File: config.mk
export PLATFORM = sky130hd
export DESIGN_NAME = alu_seq_muldiv
export DESIGN_NICKNAME = d
export VERILOG_FILES = /design/src/rtl/alu_seq_muldiv.sv
export SDC_FILE = /design/constraint.sdc
export NUM_CORES = 1
export LEC_CHECK = 0
export ABC_AREA = 1
export CORE_MARGIN = 3
export CORE_UTILIZATION = 35
export CTS_CLUSTER_SIZE = 25
export DETAILED_ROUTE_END_ITERATION = 16
export PLACE_DENSITY = 0.55
export SLEW_MARGIN = 20
export SYNTH_ARGS = -nofsm -noshare
export SYNTH_HDL_FRONTEND = slang
export SYNTH_SLANG_ARGS = --single-unit
File: constraint.sdc
create_clock -name clk -period 1.6 [get_ports clk]
set_clock_uncertainty 0.15 [all_clocks]
set_input_delay 0.16 -clock clk [delete_from_list [all_inputs] [get_ports clk]]
set_output_delay 0.16 -clock clk [all_outputs]
set_load 0.03 [all_outputs]
File: src/rtl/alu_seq_muldiv.sv
// Sequential execute-stage ALU: single-cycle logic/arith/shift ops plus iterative MUL/DIVU/REMU.
// MUL/DIVU/REMU and their iteration hardware exist only when ALU_MULDIV_EN is defined.
module alu_seq_muldiv #(
    parameter int WIDTH = 64
) (
    input  logic             clk,
    input  logic             reset_n,
    input  logic             in_valid,
    output logic             in_ready,
    input  logic [WIDTH-1:0] a,
    input  logic [WIDTH-1:0] b,
    input  logic [3:0]       aluop,
    output logic             out_valid,
    input  logic             out_ready,
    output logic [WIDTH-1:0] result,
    output logic             zero
);
    localparam int SH_W = $clog2(WIDTH);

    typedef enum logic [1:0] {IDLE, MUL, DIV, DONE} state_t;

    state_t           state, state_next;
    logic [WIDTH-1:0] single_res;
    logic [WIDTH-1:0] load_res;
    logic             go_multi;

`ifdef ALU_MULDIV_EN
    localparam int CNT_W = $clog2(WIDTH) + 1;

    logic             is_mul, is_div, b_zero, is_rem, last_iter, div_ge;
    logic [CNT_W-1:0] cnt;
    logic [WIDTH-1:0] opx, opy, acc;
    logic [WIDTH-1:0] mul_sum, div_rem, div_quo, fin_res;
    logic [WIDTH:0]   div_shift, div_diff;

    assign is_mul    = (aluop == 4'b1000);
    assign is_div    = (aluop == 4'b1001) || (aluop == 4'b1010);
    assign b_zero    = (b == '0);
    assign go_multi  = is_mul || (is_div && !b_zero);
    assign last_iter = (cnt == CNT_W'(WIDTH - 1));

    // Multiply: opx is the left-shifting multiplicand, opy the right-shifting multiplier.
    assign mul_sum   = acc + (opy[0] ? opx : '0);

    // Restoring divide: acc is the partial remainder, opx shifts dividend out and quotient in.
    assign div_shift = {acc, opx[WIDTH-1]};
    assign div_diff  = div_shift - {1'b0, opy};
    assign div_ge    = ~div_diff[WIDTH];
    assign div_rem   = div_ge ? div_diff[WIDTH-1:0] : div_shift[WIDTH-1:0];
    assign div_quo   = {opx[WIDTH-2:0], div_ge};
    assign fin_res   = (state == MUL) ? mul_sum : (is_rem ? div_rem : div_quo);
`else
    assign go_multi  = 1'b0;
`endif

    always_comb begin
        single_res = '0;
        case (aluop)
            4'b0000: single_res = a & b;
            4'b0001: single_res = a | b;
            4'b0010: single_res = a + b;
            4'b0110: single_res = a - b;
            4'b1100: single_res = ~(a | b);
            4'b0100: single_res = a << b[SH_W-1:0];
            4'b0101: single_res = a >> b[SH_W-1:0];
            4'b0111: single_res = {{(WIDTH-1){1'b0}}, ($signed(a) < $signed(b))};
            default: single_res = '0;
        endcase
    end

    always_comb begin
        load_res = single_res;
`ifdef ALU_MULDIV_EN
        if (is_div && b_zero) begin
            load_res = (aluop == 4'b1001) ? '1 : a;
        end
`endif
    end

    always_ff @(posedge clk or negedge reset_n) begin
        if (!reset_n) begin
            state <= IDLE;
        end else begin
            state <= state_next;
        end
    end

    always_comb begin
        state_next = state;
        case (state)
            IDLE: begin
                if (in_valid) begin
`ifdef ALU_MULDIV_EN
                    if (is_mul) begin
                        state_next = MUL;
                    end else if (go_multi) begin
                        state_next = DIV;
                    end else begin
                        state_next = DONE;
                    end
`else
                    state_next = DONE;
`endif
                end
            end
`ifdef ALU_MULDIV_EN
            MUL:     if (last_iter) state_next = DONE;
            DIV:     if (last_iter) state_next = DONE;
`endif
            DONE:    if (out_ready) state_next = IDLE;
            default: state_next = IDLE;
        endcase
    end

    always_comb begin
        in_ready  = (state == IDLE);
        out_valid = (state == DONE);
    end

    // Multi-cycle ops leave result untouched until their last iteration.
    always_ff @(posedge clk or negedge reset_n) begin
        if (!reset_n) begin
            result <= '0;
            zero   <= 1'b0;
        end else if ((state == IDLE) && in_valid && !go_multi) begin
            result <= load_res;
            zero   <= (load_res == '0);
        end
`ifdef ALU_MULDIV_EN
        else if (((state == MUL) || (state == DIV)) && last_iter) begin
            result <= fin_res;
            zero   <= (fin_res == '0);
        end
`endif
    end

`ifdef ALU_MULDIV_EN
    always_ff @(posedge clk or negedge reset_n) begin
        if (!reset_n) begin
            cnt    <= '0;
            opx    <= '0;
            opy    <= '0;
            acc    <= '0;
            is_rem <= 1'b0;
        end else begin
            case (state)
                IDLE: begin
                    if (in_valid) begin
                        cnt    <= '0;
                        opx    <= a;
                        opy    <= b;
                        acc    <= '0;
                        is_rem <= (aluop == 4'b1010);
                    end
                end
                MUL: begin
                    acc <= mul_sum;
                    opx <= opx << 1;
                    opy <= opy >> 1;
                    cnt <= cnt + CNT_W'(1);
                end
                DIV: begin
                    acc <= div_rem;
                    opx <= div_quo;
                    cnt <= cnt + CNT_W'(1);
                end
                default: begin
                end
            endcase
        end
    end
`endif

endmodule
==> summary.md <==
| Metric | Value |
|---|---|
| Status | `finished with violations` |
| Failing checks | `setup timing` |
| GR Overflow Total | `0` |
| Detailed-route via count | `42480` |
| Critical path endpoint category | `register` |
| EDFF count, synth | `0` |
| Layout cells sized above 1 | `43.7%` |
| Initial antenna violation count | `3` |
| Gr usage total | `46.5%` |
| Seq cells post-synth | `66` |
| Largest net degree at the start of global routing | `107` |
| Critical-path cell with the highest stage delay | `fa_2` |
| Drt first pass iters | `7` |
| Post-Layout Inst Area | `0.0462 mm2` |
| Hold Vio Cnt, Final | `0` |
| Register area share after synthesis | `6.51%` |
| Met1 Use GR | `58.5%` |
| Yosys top cell area share | `26.9%` |
| Worst setup path category | `input pin to register` |
| Reg-to-reg startpoint | `state[0]` |
| CP peak stage delay | `0.39 ns` |
| Final setup fails | `115` |
| Share of synthesized registers carrying an async set or reset | `100%` |
| Routed length per instance | `24.4 um` |
| Post-synthesis net count | `5541` |
| Worst-margin pin slew | `0.566 ns` |
| Largest area contributor in the netlist | `nand2_1` |
| Mean Syn Cell Area | `4.88 um2` |
| Reg-to-reg slack, setup | `-0.06 ns` |
| Post-DRT Antenna Nets | `0` |
| Leak | `0.0250 uW` |
| Die Area | `0.0758 mm2` |
| Die X | `275 um` |
| Synthesized cell area | `0.0254 mm2` |
| Slack of the critical path | `-1.15 ns` |
| # rows | `98` |
| CTS sink count | `66` |
| Mapped Cells | `5199` |
| Vias per cell | `5.55` |
| Core Box Area | `0.0716 mm2` |
| Fmax | `0.363 GHz` |
| Reg2reg path depth | `7` |
| DP Wirelength | `152 mm` |
| Final Max Tran Viols | `0` |
| CTS root buffer | `clkbuf_16` |
| Stages on worst setup path | `26` |
| WHS | `0.181 ns` |
| Final Util | `64.5%` |
| Top FF cell, synth | `dfrtp_1` |
| H-tree depth | `3` |
| Worst VDD drop | `1.11 mV` |
| CTS Buf Count | `9` |
| RSZ-0062 raised after global routing | `yes` |
| Iteration-0 DRC Markers | `5781` |
| Total power density per cell area | `498 mW/mm2` |
| Placer Congestion | `1.14` |
| Cell area after placement | `0.0382 mm2` |
| FF-to-FF End | `result[20]` |
| Final cell count without fillers | `7650` |
| I/O Buffers | `202` |
| Distinct cell type count after synthesis | `48` |
| CTS Buffer Depth | `2` |
| Crit Path Max Fanout | `3` |
| Top post-synthesis cells by area | `nand2_1, nand3_1, inv_1` |
| TritonCTS clock tree | `yes` |
| Period utilization | `172%` |
| M2 GR Usage | `68.8%` |
| Critical path required time | `1.74 ns` |
| Layout area overhead | `82.1%` |
| Global route hottest layer | `met2` |
| Max-Cap Viols | `0` |
| Top delay family on crit path | `simple AND/OR/NAND/NOR gates` |
| HP Class | `input pin to asynchronous set/reset pin` |
| Initial core utilization | `35.4%` |
| Number of global-route vias before repair | `38820` |
| Placed Cells | `7444` |
| Met3 GRT Util | `11.2%` |
| First-pass GRT wire length | `258 mm` |
| Clk pin slew, worst setup/hold paths | `0.06 ns` |
| Nets | `7035` |
| # IOs | `203` |
| Yosys warnings | `0` |
| Minimum clock period | `2.75 ns` |
| Post-route DRC | `0` |
| Die height | `275 um` |
| Worst setup SP type | `input pin` |
| Detailed Route WL | `186 mm` |
| Most used cell, CP | `nand2_4` |
| Total power | `23000 uW` |
| Crit path DAT | `2.89 ns` |
| Slew HR | `62.3%` |
| Bufs and invs on worst path | `6` |
| Worst-Skew Late Latency | `0.34 ns` |
-- flip-flops by register name, summed over array words and instances, names as in the netlist --
name    cells
result     64
state       1
zero        1
-- worst register-to-register path: cells and delay by family (launching register included) --
| family | cells | cell delay [ns] |
|---|---|---|
| simple gates | 2 | 0.30 |
| compound gates | 1 | 0.04 |
| flops | 1 | 0.36 |
| buf+inv | 4 | 0.67 |
-- cells in the final DEF, fill, tap and decap left out, drive strengths merged, types with 16 or more instances in the layout --
cell type | synthesis | layout
o21bai | 21 | 21
dlygate4sd2 | 0 | 29
clkdlybuf4s50 | 0 | 53
o21ai | 124 | 124
clkbuf | 84 | 32
nand2 | 1834 | 1834
ha | 204 | 204
nor3 | 33 | 33
and2 | 16 | 16
dfrtp | 66 | 66
a21oi | 199 | 199
inv | 767 | 765
o22ai | 35 | 35
nor2 | 498 | 498
dlymetal6s2s | 0 | 25
buf | 151 | 1582
nand3 | 1033 | 1033
nand4 | 59 | 59
-- worst max path at each step --
stage	end	slack, ns	start
2_1_floorplan	zero	-0.89	b[2]
3_3_place_gp	zero	-2.64	b[26]
3_5_place_dp	zero	-2.65	a[15]
4_1_cts	zero	-1.09	b[31]
5_1_grt	zero	-1.27	b[0]
6_report	zero	-1.15	a[0]
-- cell type report --
class | count | area, um2
repair buffers | 1718 | 14500
inverters | 771 | 3000
multi-input cells | 4127 | 25500
diodes | 2 | 5.00
clock buffers | 10 | 239
flip-flops and latches | 66 | 1650
clock inverters | 6 | 113
fillers | 7001 | 25400
well taps | 950 | 1190
-- synthesized netlist by cell type, drive strengths merged, types with 16 or more instances --
cell type and number:
nand4 59, nand2 1834, a21oi 199, buf 151, clkbuf 84, o22ai 35
dfrtp 66, inv 767, and2 16, nand3 1033, o21ai 124, o21bai 21
nor3 33, nor2 498, ha 204
-- cell families (layout without fill, tap and decap cells) --
family                   Yosys count  after routing  synth area share, %
flip-flops                        66             66                 6.51
buffers and inverters           1006           2505                 15.7
multiplexers                       6              6                0.261
other                              0              2                    0
AO/OA/AOI/OAI                    427            427                 9.27
adder cells (fa/ha/maj)          206            206                 10.2
AND/OR/NAND/NOR                 3488           3488                 58.0
-- power by group --
group          switching [uW]  internal, uW  total [uW]  leakage, uW
clock network             778          1570        2350     0.000173
logic                   10800          7700       18500       0.0239
registers                 176          1980        2160     0.000859
-- what timing repair did --
action,in CTS,in global routing
buffers inserted,107,80
endpoints found under the setup margin,131,132
hold buffers,1,0
hold endpoints to repair,21,0
gates resized for setup,1418,763
gates cloned,3,4
pin swaps,244,282
-- per-layer routing --
layer	wire, um	vias up
met2	74900	2878
li1	-	19557
met3	21700	707
met5	27	-
met1	71200	19334
met4	18600	4
-- through the flow --
stage	TNS, ns	setup slack [ns]
floorplan	-34.06	-0.891
global placement	-120.16	-2.64
detailed placement	-120.38	-2.65
CTS	-56.11	-1.09
global route	-65.22	-1.27
finish	-58.56	-1.15
Note: power is estimated with default switching activity, not from simulation.
